<file path="src/rtl/full_adder_pipe.sv">
// Purpose: WIDTH-bit ripple-carry adder {c,s} = a + b + cin, built from chained 1-bit cells.
// Latency: 1 clk when REG_OUT=1; s/c are combinational when REG_OUT=0. out_valid is always registered.
// Backpressure: none. A new operand set is accepted on every in_valid cycle.
// Optional flags (ovf, zero) are present only when FULL_ADDER_FLAGS_EN is defined.

module full_adder_cell (
    input  logic a,
    input  logic b,
    input  logic k_in,
    output logic s,
    output logic k_out
);
    assign s     = a ^ b ^ k_in;
    assign k_out = (a & b) | (a & k_in) | (b & k_in);
endmodule

module full_adder_pipe #(
    parameter int WIDTH   = 1,
    parameter int REG_OUT = 1
) (
    input  logic             clk,
    input  logic             rst,
    input  logic             in_valid,
    input  logic [WIDTH-1:0] a,
    input  logic [WIDTH-1:0] b,
    input  logic             cin,
    output logic [WIDTH-1:0] s,
    output logic             c,
`ifdef FULL_ADDER_FLAGS_EN
    output logic             ovf,
    output logic             zero,
`endif
    output logic             out_valid
);

    // Carry chain: k[0] is the carry-in, k[WIDTH] is the carry-out of the MSB.
    logic [WIDTH:0]   k;
    logic [WIDTH-1:0] sum_comb;

    assign k[0] = cin;

    for (genvar i = 0; i < WIDTH; i++) begin : g_cell
        full_adder_cell u_cell (
            .a     (a[i]),
            .b     (b[i]),
            .k_in  (k[i]),
            .s     (sum_comb[i]),
            .k_out (k[i+1])
        );
    end

`ifdef FULL_ADDER_FLAGS_EN
    // Signed overflow: operands share a sign but the result sign differs.
    logic ovf_comb;
    logic zero_comb;
    assign ovf_comb  = (a[WIDTH-1] == b[WIDTH-1]) & (sum_comb[WIDTH-1] != a[WIDTH-1]);
    assign zero_comb = ~|sum_comb;
`endif

    // Valid tracks the input qualifier one cycle later; reset dominates.
    always_ff @(posedge clk) begin
        if (rst) begin
            out_valid <= 1'b0;
        end else begin
            out_valid <= in_valid;
        end
    end

    if (REG_OUT != 0) begin : g_reg
        logic [WIDTH-1:0] s_q;
        logic             c_q;
`ifdef FULL_ADDER_FLAGS_EN
        logic             ovf_q;
        logic             zero_q;
`endif

        // Result registers load only on qualified inputs, so idle-cycle X on a/b/cin never lands here.
        always_ff @(posedge clk) begin
            if (rst) begin
                s_q    <= '0;
                c_q    <= 1'b0;
`ifdef FULL_ADDER_FLAGS_EN
                ovf_q  <= 1'b0;
                zero_q <= 1'b0;
`endif
            end else if (in_valid) begin
                s_q    <= sum_comb;
                c_q    <= k[WIDTH];
`ifdef FULL_ADDER_FLAGS_EN
                ovf_q  <= ovf_comb;
                zero_q <= zero_comb;
`endif
            end
        end

        assign s    = s_q;
        assign c    = c_q;
`ifdef FULL_ADDER_FLAGS_EN
        assign ovf  = ovf_q;
        assign zero = zero_q;
`endif
    end else begin : g_comb
        assign s    = sum_comb;
        assign c    = k[WIDTH];
`ifdef FULL_ADDER_FLAGS_EN
        assign ovf  = ovf_comb;
        assign zero = zero_comb;
`endif
    end

endmodule

</file>
<file path="config.mk">
export PLATFORM = sky130hd
export DESIGN_NAME = full_adder_pipe
export DESIGN_NICKNAME = d
export VERILOG_FILES = /design/src/rtl/full_adder_pipe.sv
export SDC_FILE = /design/constraint.sdc
export NUM_CORES = 1
export LEC_CHECK = 0
export ABC_AREA = 1
export BUFFER_PORTS_ARGS = -buffer_cell sky130_fd_sc_hd__buf_2
export CAP_MARGIN = 10
export CORE_AREA = 2 2 39 41
export CTS_CLUSTER_DIAMETER = 50
export DETAILED_ROUTE_END_ITERATION = 8
export DIE_AREA = 0 0 41 43
export GPL_TIMING_DRIVEN = 0
export SYNTH_ARGS = -nofsm -noshare
export SYNTH_HDL_FRONTEND = slang
export SYNTH_SLANG_ARGS = --single-unit
export TNS_END_PERCENT = 5
</file>
<file path="constraint.sdc">
create_clock -name clk -period 1.1 [get_ports clk]
set_input_delay 0.165 -clock clk [delete_from_list [all_inputs] [get_ports clk]]
set_output_delay 0.165 -clock clk [all_outputs]
set_load 0.02 [all_outputs]
</file>
==> summary.md, run 1 <==
| Metric | Value |
|---|---|
| Status | `finished clean` |
| Sw frac | `25.0%` |
| Detail-routed net length per standard cell | `6.49 um` |
| Setup TNS | `0 ns` |
| Worst Hold Class | `in -> reg` |
| Net Count, Synth | `24` |
| Setup Buffers After CTS | `0` |
| CP Launch Type | `register` |
| Vias per cell | `3.22` |
| RR Startpoint | `s` |
| Nets | `37` |
| I/O Buffers | `8` |
| CTS root buffer | `clkbuf_4` |
| Worst ir drop on vdd | `0.000138 V` |
| Slowest stage cell on the critical path | `dfxtp_1` |
| Die width | `41 um` |
| Distinct cells, synth | `5` |
| CP Data Arrival Time | `0.72 ns` |
| Total power | `0.366 mW` |
| Sequential Power Share | `32.9%` |
| Critical-path cell list | `buf_2` |
| Achievable Freq | `1130 MHz` |
| Initial Util | `9.31%` |
| RSZ-0062 raised after global routing | `no` |
| Req. time, crit path | `0.94 ns` |
| Hold Path Depth | `2` |
| Crit-path max FO | `2` |
| Combinational share of power | `13.7%` |
| Sequential-to-total area share from yosys stat | `46.6%` |
| GRT Total Usage | `4.80%` |
| Crit path max-delay family | `flip-flops` |
| WHS | `0.115 ns` |
| Vias in the first global route | `138` |
| FF+latch count, synth | `3` |
| Area after DPL | `189 sq um` |
| R2r worst-path depth | `2` |
| Final setup fails | `0` |
| First-pass GRT wire length | `414 um` |
| Max-slew violations | `0` |
| Worst skew pair latency | `0.23 ns` |
| Bufs on Longest Clock Path | `2` |
| Period utilization | `80.1%` |
| CTS resizes | `0` |
| Share of layout cells above drive strength 1 | `37.9%` |
| Antenna-violating nets left | `0` |
| Clk_skew | `0 ns` |
| Worst setup EP type | `primary output` |
| CP bufs+invs | `1` |
| Highest-count cells in the layout ignoring fill and taps | `8 x buf_2, 5 x nor2_1, 4 x inv_1, 4 x nand2_1` |
| Synth Instances | `17` |
| Num CTS Buffers | `3` |
| Power per cell area | `1700 nW/um^2` |
| Total grt overflow | `0` |
| CP startpoint | `c` |
| CTS tree | `built` |
| Synth warn | `0` |
| Core area | `1380 sq um` |
| Relative slew slack | `92.8%` |
| Largest net degree at the start of global routing | `6` |
| Vias | `145` |
| Hold path start | `rst` |
| Starting DRC count in detailed routing | `0` |
| P_int | `0.274 mW` |
| Hold_buf cts | `0` |
| Switch Pwr | `0.0915 mW` |
| Synthesized cell area | `129 sq um` |
| Clock Power Share | `53.4%` |
| Area Overhead vs Synth | `67.0%` |
| Diode count | `0` |
| CTS HTree Levels | `1` |
| Levels on crit path | `1` |
| Syn Area/Cell | `7.58 sq um` |
| Min Clock Period, post-route | `0.881 ns` |
| Final instance area | `215 sq um` |
| Die area | `1760 sq um` |
| Critical Setup Path Class | `reg -> out` |
| Final Hold Fails | `0` |
| IO Count | `9` |
| Total Wirelength | `292 um` |
| Final core utilization | `15.6%` |
| Slew @ Worst Pin | `0.108 ns` |
| Clk sinks | `3` |
| Antenna violations before repair | `0` |
| Clk pin slew, worst setup/hold paths | `0.04 ns` |
| Row cnt | `14` |
| First drt pass iteration count | `1` |
| DPL Wire Length | `233 um` |
| Critical path's largest stage delay | `0.32 ns` |
| Leakage | `0.124 nW` |
| Final Wtd Congestion | `0.430` |
| DRC violations left | `0` |
| MaxCap Viol Count | `0` |
| Die Span Y | `43 um` |
| Most common cell after layout, fill and taps aside | `buf_2` |
-- logic make-up after synthesis --
| kind of cell | share of synthesized area, % |
|---|---|
| adders and majority gates | 15.5 |
| DFF | 46.6 |
| and+or+nand+nor | 26.2 |
| buffers and inverters | 11.6 |
-- cells in the mapped netlist --
| cell | instances | area (sq um) |
|---|---|---|
| dfxtp_1 | 3 | 60.1 |
| fa_1 | 1 | 20.0 |
| inv_1 | 4 | 15.0 |
| nand2_1 | 4 | 15.0 |
| nor2_1 | 5 | 18.8 |
-- power by group through the flow --
stage	clock, mW	sequential (mW)	combinational, mW
after CTS	0.208	0.121	0.0516
after floorplan	0	0.132	0.0178
after global placement	0	0.122	0.0499
final	0.195	0.120	0.0502
after detailed placement	0	0.122	0.0515
after global routing	0.218	0.121	0.0567
-- worst paths after layout --
check,slack [ns],to
setup reg to reg,0.55,s
hold / removal,0.11,out_valid
hold reg to reg,0.47,c
setup / recovery,0.22,c
-- final cells by class --
| cell class | count | area (sq um) |
|---|---|---|
| fillers | 166 | 1170 |
| multi-input cells | 10 | 53.8 |
| inverters | 4 | 15.0 |
| well taps | 16 | 20.0 |
| clock buffers | 4 | 26.3 |
| repair buffers | 8 | 40.0 |
| flip-flops and latches | 3 | 60.1 |
-- flip-flops by register name (all words and copies together), names as in the netlist --
signal and flops:
c 1, out_valid 1, s 1
-- per-stage QoR --
step,worst slack [ns],std cells
after floorplan,0.182,17
after global placement,0.0491,41
after detailed placement,0.0203,41
after CTS,0.206,45
after global routing,0.167,45
final,0.219,45
-- metal layers --
metal | GRT usage [%] | routed length [um] | up-vias
li1 | - | - | 71
met1 | 1.59 | 90 | 68
met2 | 5.94 | 149 | 6
met3 | 6.28 | 53 | 0
met4 | 8.00 | 0 | 0
met5 | 0 | 0 | -
(Power assumes the default switching activity.)
==> run 2: changes to the inputs <==
clock period = 0.8 ns   (was 1.1 ns; I/O delays follow)
==> run 2 against run 1 <==
  * Die area did not move
  * Cell area is 10% higher
  * Cell count did not move
  * Total power increased by 42%
  * Sequential power increased by 42%
  * Sequential cell count is the same
==> summary.md, run 2 (same netlist as run 1, synthesis figures left out) <==
| Metric | Value |
|---|---|
| Status | `finished clean (unchanged)` |
| Slew @ Worst Pin | `0.0793 ns (was 0.108 ns)` |
| RSZ-0062 raised after global routing | `yes (was no)` |
| P_int | `0.392 mW (was 0.274 mW)` |
| Combinational share of power | `15.7% (was 13.7%)` |
| First-pass GRT wire length | `414 um (unchanged)` |
| Final Wtd Congestion | `0.430 (unchanged)` |
| DP Worst Slack | `-0.235 ns (was 0.0203 ns)` |
| Bufs on Longest Clock Path | `2 (unchanged)` |
| Starting DRC count in detailed routing | `0 (unchanged)` |
| Achievable Freq | `1260 MHz` |
| Total power | `0.521 mW (was 0.366 mW)` |
| Leakage | `0.128 nW (was 0.124 nW)` |
| I/O Buffers | `8 (unchanged)` |
| DRC violations left | `0 (unchanged)` |
| Final Hold Fails | `0 (unchanged)` |
| Die width | `41 um (unchanged)` |
| Power per cell area | `2190 nW/um^2 (was 1700 nW/um^2)` |
| Req. time, crit path | `0.68 ns (was 0.94 ns)` |
| Max-slew violations | `0 (unchanged)` |
| Worst skew pair latency | `0.23 ns (about the same)` |
| Period utilization | `99.1%` |
| Sequential Power Share | `32.7% (was 32.9%)` |
| Sw frac | `24.7% (was 25.0%)` |
| CTS HTree Levels | `1 (unchanged)` |
| Final worst setup slack | `0.00717 ns (was 0.219 ns)` |
| Vias per cell | `3.22 (unchanged)` |
| Worst ir drop on vdd | `0.000192 V (was 0.000138 V)` |
| Clk sinks | `3 (unchanged)` |
| Crit path max-delay family | `flip-flops (unchanged)` |
| Critical-path cell list | `buf_6 (was buf_2)` |
| CP bufs+invs | `1 (unchanged)` |
| Crit-path max FO | `2 (unchanged)` |
| Critical Setup Path Class | `reg -> out (unchanged)` |
| Nets | `37 (unchanged)` |
| Share of layout cells above drive strength 1 | `48.3% (was 37.9%)` |
| Worst setup EP type | `primary output (unchanged)` |
| Num CTS Buffers | `3 (unchanged)` |
| Critical path's largest stage delay | `0.33 ns (was 0.32 ns)` |
| First drt pass iteration count | `1 (unchanged)` |
| Total grt overflow | `0 (unchanged)` |
| Final setup fails | `0 (unchanged)` |
| Final core utilization | `17.2% (was 15.6%)` |
| IO Count | `9 (unchanged)` |
| MaxCap Viol Count | `0 (unchanged)` |
| Area Overhead vs Synth | `84.5% (was 67.0%)` |
| Switch Pwr | `0.128 mW (was 0.0915 mW)` |
| Clk_skew | `0 ns (unchanged)` |
| Core area | `1380 sq um (unchanged)` |
| CTS root buffer | `clkbuf_4 (unchanged)` |
| DPL Wire Length | `233 um (unchanged)` |
| Antenna violations before repair | `0 (unchanged)` |
| Initial Util | `9.31% (unchanged)` |
| Total Wirelength | `293 um (was 292 um)` |
| Diode count | `0 (unchanged)` |
| GRT Total Usage | `4.80% (unchanged)` |
| Largest net degree at the start of global routing | `6 (unchanged)` |
| Row cnt | `14 (unchanged)` |
| CP Data Arrival Time | `0.67 ns (was 0.72 ns)` |
| Detail-routed net length per standard cell | `6.51 um (was 6.49 um)` |
| Min Clock Period, post-route | `0.793 ns` |
| Die Span Y | `43 um (unchanged)` |
| Vias | `145 (unchanged)` |
| Highest-count cells in the layout ignoring fill and taps | `5 x nor2_1, 5 x buf_2, 4 x inv_1, 4 x nand2_1 (was 8 x buf_2, 5 x nor2_1, 4 x inv_1, 4 x nand2_1)` |
| CP Launch Type | `register (unchanged)` |
| Die area | `1760 sq um (unchanged)` |
| Vias in the first global route | `138 (unchanged)` |
| Antenna-violating nets left | `0 (unchanged)` |
| Setup TNS | `0 ns (unchanged)` |
| Clk pin slew, worst setup/hold paths | `0.04 ns (about the same)` |
| Slowest stage cell on the critical path | `dfxtp_2 (was dfxtp_1)` |
| CTS tree | `built (unchanged)` |
| Worst Hold Class | `in -> reg (unchanged)` |
| WHS | `0.0626 ns (was 0.115 ns)` |
| Clock Power Share | `51.6% (was 53.4%)` |
| Relative slew slack | `94.7% (was 92.8%)` |
run 2: path summary, 6_finish.rpt:
| kind | from | endpoint | slack [ns] | cells after the start |
|---|---|---|---|---|
| worst max-delay path | c | c | 0.007 | 1 |
| worst min-delay path | rst | out_valid | 0.06 | 2 |
| worst max register to register | s | s | 0.24 | 2 |
| worst min register to register | c | c | 0.48 | 2 |
run 2: power groups by stage:
stage,logic (mW),clock network (mW),registers [mW]
floorplan,0.0245,0,0.182
global placement,0.0686,0,0.168
detailed placement,0.0709,0,0.168
CTS,0.0831,0.287,0.170
global route,0.0905,0.301,0.172
finish,0.0816,0.269,0.170
run 2: stage by stage:
stage          instances  area [sq um]
6_report              45           238
5_1_grt               45           238
4_1_cts               45           236
3_5_place_dp          41           189
3_3_place_gp          41           189
2_1_floorplan         17           129
run 2: area by class of cell:
type                       count  area, sq um
clock buffer                   4         26.3
fill                         162         1150
inverter                       4         15.0
multi-input combinational     10         53.8
sequential                     3         63.8
tap                           16         20.0
timing repair buffer           8         58.8
run 2: repair_timing:
item,CTS,global route
hold buffers,0,0
pin swaps,0,0
setup endpoints to repair,3,4
setup buffers,0,0
gates resized for setup,8,1
run 2: layer usage:
layer  vias to the layer above  wire [um]  part of all wire [%]  GRT usage, %
li1                         71          -                     -             -
met4                         0          0                     0          8.00
met3                         0         46                    16          6.28
met5                         -          0                     0             0
met1                        68         94                    32          1.59
met2                         6        151                    52          5.94
